===== config.mk =====
export PLATFORM = sky130hd
export DESIGN_NAME = addsub_pipe
export DESIGN_NICKNAME = d
export VERILOG_FILES = /design/src/rtl/addsub_pipe_pkg.sv /design/src/rtl/addsub_pipe_chunk.sv /design/src/rtl/fac.sv /design/src/rtl/addsub_pipe.sv
export SDC_FILE = /design/constraint.sdc
export NUM_CORES = 1
export LEC_CHECK = 0
export ABC_AREA = 1
export BUFFER_PORTS_ARGS = -buffer_cell sky130_fd_sc_hd__clkbuf_2
export CORE_ASPECT_RATIO = 1.2
export CORE_UTILIZATION = 50
export DETAILED_ROUTE_END_ITERATION = 10
export GPL_ROUTABILITY_DRIVEN = 0
export MAX_ROUTING_LAYER = met4
export PLACE_DENSITY = 0.78
export SETUP_SLACK_MARGIN = 0.1
export SLEW_MARGIN = 20
export SYNTH_ARGS = -nofsm -noshare
export SYNTH_HDL_FRONTEND = slang
export SYNTH_SLANG_ARGS = --single-unit

===== constraint.sdc =====
create_clock -name clk -period 3.5 [get_ports clk]
set_clock_uncertainty 0.1 [all_clocks]
set_input_delay 0.7 -clock clk [delete_from_list [all_inputs] [get_ports clk]]
set_output_delay 0.7 -clock clk [all_outputs]
set_load 0.05 [all_outputs]

===== src/rtl/addsub_pipe_pkg.sv =====
`default_nettype none
// ---------------------------------------------------------------------------
// Module  : addsub_pkg
// Brief   : Shared types for the pipelined adder/subtractor.
// Revision: 1.0
// ---------------------------------------------------------------------------
package addsub_pkg;

  typedef enum logic {
    OP_ADD = 1'b0,
    OP_SUB = 1'b1
  } addsub_op_t;

  typedef struct packed {
    logic co;
    logic overflow;
    logic zero;
    logic neg;
  } addsub_flags_t;

endpackage : addsub_pkg
`default_nettype wire


===== src/rtl/addsub_pipe_chunk.sv =====
`default_nettype none
// ---------------------------------------------------------------------------
// Module  : addsub_chunk
// Brief   : Combinational CHUNK-bit ripple slice built from fac cells.
// Revision: 1.0
// ---------------------------------------------------------------------------
module addsub_chunk #(
  parameter int CHUNK = 4
) (
  input  logic [CHUNK-1:0] a,
  input  logic [CHUNK-1:0] b,
  input  logic             cin,
  output logic [CHUNK-1:0] sum,
  output logic             cout,
  output logic             c_msb_in
);

  logic [CHUNK:0] c;

  assign c[0] = cin;

  for (genvar i = 0; i < CHUNK; i++) begin : g_bit
    fac u_fac (
      .a  (a[i]),
      .b  (b[i]),
      .ci (c[i]),
      .s  (sum[i]),
      .co (c[i+1])
    );
  end

  assign cout     = c[CHUNK];
  // Carry into the slice MSB; only meaningful for overflow in the top slice.
  assign c_msb_in = c[CHUNK-1];

endmodule : addsub_chunk
`default_nettype wire


===== src/rtl/fac.sv =====
`default_nettype none
// ---------------------------------------------------------------------------
// Module  : fac
// Brief   : One-bit full-adder cell.
// Revision: 1.0
// ---------------------------------------------------------------------------
module fac (
  input  logic a,
  input  logic b,
  input  logic ci,
  output logic s,
  output logic co
);

  assign s  = a ^ b ^ ci;
  assign co = (a & b) | (ci & (a ^ b));

endmodule : fac
`default_nettype wire


===== src/rtl/addsub_pipe.sv =====
`default_nettype none
// ---------------------------------------------------------------------------
// Module  : addsub_pipe
// Brief   : Pipelined W-bit add/sub, one CHUNK-bit ripple slice per stage.
// Revision: 1.0
// ---------------------------------------------------------------------------
module addsub_pipe
  import addsub_pkg::*;
#(
  parameter int W     = 8,
  parameter int CHUNK = 4
) (
  input  logic         clk,
  input  logic         rst,
  input  logic         in_valid,
  output logic         in_ready,
  input  logic [W-1:0] x,
  input  logic [W-1:0] y,
  input  logic         op,
  input  logic         ci,
  output logic         out_valid,
  input  logic         out_ready,
  output logic [W-1:0] o,
  output logic         co,
  output logic         overflow,
  output logic         zero,
  output logic         neg
);

  localparam int STAGES = (CHUNK >= 1) ? (W / CHUNK) : 1;

  if (CHUNK < 1 || (W % CHUNK) != 0) begin : g_cfg_err
    $error("addsub_pipe: W (%0d) must be a positive multiple of CHUNK (%0d)", W, CHUNK);
  end

  logic       adv;
  addsub_op_t op_sel;

  // Stage-k inputs: the x word rotates right by CHUNK per stage, so result
  // bits enter at the top and the finished word lands in natural order.
  logic [W-1:0]      st_acc [STAGES];
  logic [W-1:0]      st_y   [STAGES];
  logic [STAGES-1:0] st_c;
  logic [STAGES-1:0] st_v;

  assign adv      = !out_valid || out_ready;
  assign in_ready = adv;
  assign op_sel   = addsub_op_t'(op);

  assign st_acc[0] = x;
  assign st_y[0]   = (op_sel == OP_SUB) ? ~y : y;
  assign st_c[0]   = (op_sel == OP_SUB) ? ~ci : ci;
  assign st_v[0]   = in_valid;

  for (genvar k = 0; k < STAGES; k++) begin : g_stage
    logic [CHUNK-1:0] sum;
    logic             cout;
    logic             c_msb_unused;
    logic [W-1:0]     acc_nxt;

    addsub_chunk #(.CHUNK(CHUNK)) u_chunk (
      .a        (st_acc[k][CHUNK-1:0]),
      .b        (st_y[k][CHUNK-1:0]),
      .cin      (st_c[k]),
      .sum      (sum),
      .cout     (cout),
      .c_msb_in (c_msb_unused)
    );

    assign acc_nxt = (st_acc[k] >> CHUNK) | (W'(sum) << (W - CHUNK));

    if (k < STAGES - 1) begin : g_mid
      logic         v_q, v_d;
      logic         c_q, c_d;
      logic [W-1:0] acc_q, acc_d;
      logic [W-1:0] y_q, y_d;

      always_comb begin
        v_d   = v_q;
        c_d   = c_q;
        acc_d = acc_q;
        y_d   = y_q;
        if (adv) begin
          v_d   = st_v[k];
          c_d   = cout;
          acc_d = acc_nxt;
          y_d   = st_y[k] >> CHUNK;
        end
      end

      always_ff @(posedge clk) begin
        if (rst) begin
          v_q   <= 1'b0;
          c_q   <= 1'b0;
          acc_q <= '0;
          y_q   <= '0;
        end else begin
          v_q   <= v_d;
          c_q   <= c_d;
          acc_q <= acc_d;
          y_q   <= y_d;
        end
      end

      assign st_v[k+1]   = v_q;
      assign st_c[k+1]   = c_q;
      assign st_acc[k+1] = acc_q;
      assign st_y[k+1]   = y_q;
    end else begin : g_last
      logic          v_q, v_d;
      logic [W-1:0]  o_q, o_d;
      addsub_flags_t flags_q, flags_d;
      logic [W-1:0]  y_unused;

      assign y_unused = st_y[k];

      always_comb begin
        v_d     = v_q;
        o_d     = o_q;
        flags_d = flags_q;
        if (adv) begin
          v_d              = st_v[k];
          o_d              = acc_nxt;
          flags_d.co       = cout;
          flags_d.overflow = c_msb_unused ^ cout;
          flags_d.zero     = ~|acc_nxt;
          flags_d.neg      = acc_nxt[W-1];
        end
      end

      always_ff @(posedge clk) begin
        if (rst) begin
          v_q     <= 1'b0;
          o_q     <= '0;
          flags_q <= '0;
        end else begin
          v_q     <= v_d;
          o_q     <= o_d;
          flags_q <= flags_d;
        end
      end

      assign out_valid = v_q;
      assign o         = o_q;
      assign co        = flags_q.co;
      assign overflow  = flags_q.overflow;
      assign zero      = flags_q.zero;
      assign neg       = flags_q.neg;
    end
  end

endmodule : addsub_pipe
`default_nettype wire

After elaboration in Yosys (flattened, before gate mapping)
Index checks and enable logic that the tools add are counted.

word-level totals
  register bits = 27
  input bits = 22
  output and inout port bits = 14
  word-level logic and storage cells = 61

operators by class
  muxes and demuxes = 2
  reduce and logical (&&, ||, !) cells = 4
  bitwise gates (word level) = 45

operators by type and width
  operator                                     number
  1-bit bitwise XOR                            17
  1-bit AND                                    16
  4-bit by 8-bit bitwise OR with 8-bit output  2
  8-bit two-way mux                            1
  8-bit NOT                                    1
  1-bit bitwise OR                             8
  8-bit OR reduction                           1
  1-bit logical NOT                            2
  1-bit logical OR                             1
  1-bit two-way mux                            1
  1-bit NOT                                    1

Longest topological paths before layout
  depth after elaboration = 11
  gate-level depth with buffers = 11
  depth with buffers taken out = 11

By module
From an unflattened synthesis, not the netlist that was laid out.

second synthesis, totals
  cells, all modules = 133
  area total of the unflattened synthesis = 1186.1 µm²

modules (own cells, without submodules)
  module       seq. area each (µm²)  area each (µm²)  instances  cells each
  addsub_pipe  520.5                 1026.0           1          125
  fac          0.0                   20.0             8          1

Worst setup path before layout
Ideal clock, no wire load.

  path kind = in2reg
  from = input op
  to = register g_stage[0].g_mid.acc_q[7]
  setup slack = 0.578 ns
  arrival time = 2.706 ns
  path buffers = 1
  data required time = 3.284 ns
  library setup time = 0.116 ns
  stages = 9
  cells stage by stage = buf_6 xnor2_1 fa_1 fa_1 fa_1 inv_1 fa_1 nor2_1 nor2_1

on the way
  cells in the longest elaborated chain, start to end = 10
  elaborated cells on any way between the ends = 17
  those cells by class = 2 x mux; 15 x bitwise

ends and longest elaborated chain
  item                                             line                text
  start, declared                                  addsub_pipe.sv:19   input logic op,
  8-bit two-way mux                                addsub_pipe.sv:51   assign st_y[0] = (op_sel == OP_SUB) ? ~y : y;
  1-bit bitwise XOR                                fac.sv:16           assign co = (a & b) | (ci & (a ^ b));
  1-bit AND                                        fac.sv:16
  1-bit bitwise OR                                 fac.sv:16
  1-bit AND                                        fac.sv:16
  1-bit bitwise OR                                 fac.sv:16
  1-bit AND                                        fac.sv:16
  1-bit bitwise OR                                 fac.sv:16
  1-bit bitwise XOR (*)                            fac.sv:15           assign s = a ^ b ^ ci;
  via g_stage[0].u_chunk.g_bit[3].u_fac.s          fac.sv:11           output logic s,
  4-bit by 8-bit bitwise OR with 8-bit output (*)  addsub_pipe.sv:70   assign acc_nxt = (st_acc[k] >> CHUNK) | (W'(sum) << (W - CHUNK));
  end signal, assigned                             addsub_pipe.sv:95   acc_q <= '0;
  end signal, assigned                             addsub_pipe.sv:100  acc_q <= acc_d;
  end, declared                                    addsub_pipe.sv:75   logic [W-1:0] acc_q, acc_d;

The timed path passes the listed nets; every way through them passes the cells marked *.
A chain may end at the register's enable or synchronous reset.

Worst setup path in the final report
Same ends and word-level chain as after synthesis.

==> impl_metrics.py <==
metrics = {
    "power_and_ir_drop": {
        "clkPwrFrac": 0.213,
        "intPower_uw": 459.0,
        "p_per_area_nw_per_um2": 492.3,
        "vdd_drop_max_mv": 0.3465,
        "pwr-share-comb": 0.287,
        "p_leak_uw": 0.0006590,
        "power.switching_uw": 236.4,
        "swShare": 0.3399,
        "seqPwrFrac": 0.499,
    },
    "layout": {
        "final_cell_mix": "clkbuf_2 (35), dfxtp_1 (26), nor2_1 (23)",
        "layout_commonest_cell": "clkbuf_2",
        "area_growth_pct": 15.79,
        "multi_input_area_sq_um": 575.6,
        "num_antenna_cells": 0,
        "fillCellCount": 220,
        "regArea_sq_um": 520.5,
        "drive_gt1_frac": 0.2529,
        "fin_nets": 201,
    },
    "placed_design": {
        "dp_hpwl_um": 1518,
        "dp_slack_ns": 0.3518,
        "portBuffers": 35,
    },
    "drt": {
        "drtAntennaViolNets": 0,
        "num_vias": 972,
        "viasPerCell": 4.836,
        "firstDrtPassIters": 4,
        "wl_um": 2091,
        "initialDrtViolationCount": 20,
        "avgRoutedWirePerCell_um": 10.40,
        "drc": 0,
    },
    "die": {
        "dieArea_sq_um": 2642,
        "pin_count": 36,
        "die_h_um": 56.11,
        "rows": 19,
        "initial_core_util": 0.5290,
        "die_w_um": 47.09,
        "core_sq_um": 2306,
    },
    "global_routing": {
        "grt_pass1_wl_um": 3594,
        "grt-ovfl-total": 0,
        "antenna_found_initial": 0,
        "grt_pass1_vias": 881,
        "grt_start_max_net_pins": 34,
        "track_usage": 0.1904,
    },
    "clocking": {
        "htree_levels": 1,
        "cts_setup_buffers": 0,
        "path_clk_slew_ns": 0.13,
        "cts.sinks": 26,
        "cts_tree": "done",
        "cts_buffers": 3,
        "cts.repair.resized": 0,
        "clockBufferDepth": 2,
        "clock_latency_ns": 0.31,
        "root_buffer": "clkbuf_4",
        "ctsHoldBuffers": 0,
    },
    "critical_path": {
        "max_stage_delay_ns": 0.42,
        "required_ns": 3.62,
        "crit_family": "adder cells",
        "slowest_stage": "fa_1",
        "crit_path_frequent_cell": "fa_1",
        "cp-end-kind": "flip-flop",
        "critPathBufInv": 2,
        "critPathMaxFanout": 10,
        "worstPathArrival_ns": 2.92,
        "critPathKind": "input port to flip-flop",
        "start_kind": "input port",
        "crit_chain": "clkbuf_2, xnor2_1, fa_1, fa_1, fa_1, inv_1, fa_1, nor2_1, nor2_1",
    },
    "timing": {
        "setup_ws_ns": 0.7013,
        "min_period_ns": 2.799,
        "fin_crit_sh": 0.7996,
        "slew_viol_final": 0,
        "slew_headroom": 0.6212,
        "max_freq_mhz": 357.3,
        "setup_viol": 0,
        "tightest_slew_ns": 0.5676,
        "finalHoldViolCount": 0,
        "rsz0062_at_grt": "false",
        "finalSetupTns_ns": 0,
    },
    "status": {
        "outcome": "complete, no violations",
    },
    "min_path": {
        "min_path_type": "flip-flop to flip-flop",
    },
    "synthesis": {
        "syn_area_sq_um": 1220,
        "syn_nets": 169,
        "synth_area_per_cell_sq_um": 8.776,
        "syn_inst": 139,
        "ys_seq_area_frac": 0.4267,
        "ys_warn_count": 0,
        "ys_ff_latch": 26,
        "synth.distinct_cells": 18,
    },
    "flow_run": {
        "drv_cap": 0,
    },
}
==> tightest hold or removal path, delay by kind of cell, from the launching register on <==
kind,cells,cell delay [ns]
compound gates,1,0.05
buf+inv,1,0.06
flops,1,0.33
==> metal layers <==
| metal | GRT usage | part of all wire | vias to the layer above |
|---|---|---|---|
| met2 | 0.3016 | 0.50 | 28 |
| li1 | - | - | 501 |
| met4 | 0.07347 | 0.016 | 0 |
| met3 | 0.02922 | 0.039 | 4 |
| met5 | - | 0 | - |
| met1 | 0.2378 | 0.44 | 439 |
==> state kept, by name, summed over array words and instances, names as in the netlist <==
register,cells
co,1
g_stage.g_mid.acc_q,8
g_stage.g_mid.c_q,1
g_stage.g_mid.v_q,1
g_stage.g_mid.y_q,4
o,8
out_valid,1
overflow,1
zero,1
==> final cells by class <==
cell class / count / share of cell area
Sequential cell: 26 / 0.3685
Multi-Input combinational cell: 88 / 0.4074
Clock buffer: 4 / 0.02569
Timing Repair Buffer: 35 / 0.1240
Tap cell: 31 / 0.02746
Inverter: 17 / 0.04694
==> path summary, 6_finish.rpt <==
path | to | cells after the start | slack [ns] | from
setup / recovery | g_stage[0].g_mid.acc_q[7] | 9 | 0.70 | op
hold / removal | g_stage[0].g_mid.v_q | 2 | 0.37 | g_stage[0].g_mid.v_q
setup reg to reg | zero | 11 | 0.98 | g_stage[0].g_mid.c_q
hold reg to reg | g_stage[0].g_mid.v_q | 2 | 0.37 | g_stage[0].g_mid.v_q
==> cell usage after synthesis (all sizes together) <==
| library cell | count | area share |
|---|---|---|
| dfxtp | 26 | 0.43 |
| nor2 | 24 | 0.076 |
| o21ai | 24 | 0.098 |
| inv | 17 | 0.054 |
| a21oi | 15 | 0.062 |
| buf | 8 | 0.047 |
| fa | 8 | 0.13 |
| xnor2 | 7 | 0.050 |
| nand2 | 6 | 0.025 |
| xor2 | 2 | 0.014 |
| a31oi | 1 | 0.010 |
| or2 | 1 | 0.0051 |
==> power by group through the flow <==
| stage | sequential, uW | combinational [uW] | clock (uW) |
|---|---|---|---|
| floorplan | 405 | 104 | 0 |
| global placement | 352 | 197 | 0 |
| detailed placement | 354 | 201 | 0 |
| CTS | 347 | 202 | 152 |
| global route | 352 | 221 | 163 |
| finish | 347 | 200 | 148 |
==> cells by family after synthesis <==
group / after synthesis / share of synthesized area
compound gates: 40 / 0.1702
xor+xnor: 9 / 0.06462
flops: 26 / 0.4267
simple gates: 31 / 0.1056
fa+ha+maj: 8 / 0.1313
buf+inv: 25 / 0.1015
==> stage by stage <==
stage | instance area (sq um) | hold WS [ns] | util | total power (uW) | instances
finish | 1413 | 0.3669 | 0.6126 | 695.4 | 201
global route | 1413 | 0.4001 | 0.6126 | 736.9 | 201
CTS | 1413 | 0.3688 | 0.6126 | 701.8 | 201
global placement | 1376 | 0.3395 | 0.5969 | 549.2 | 197
detailed placement | 1376 | 0.3494 | 0.5969 | 555.0 | 197
floorplan | 1220 | 0.3291 | - | 509.4 | 139
Note: power is estimated with default switching activity, not from simulation.
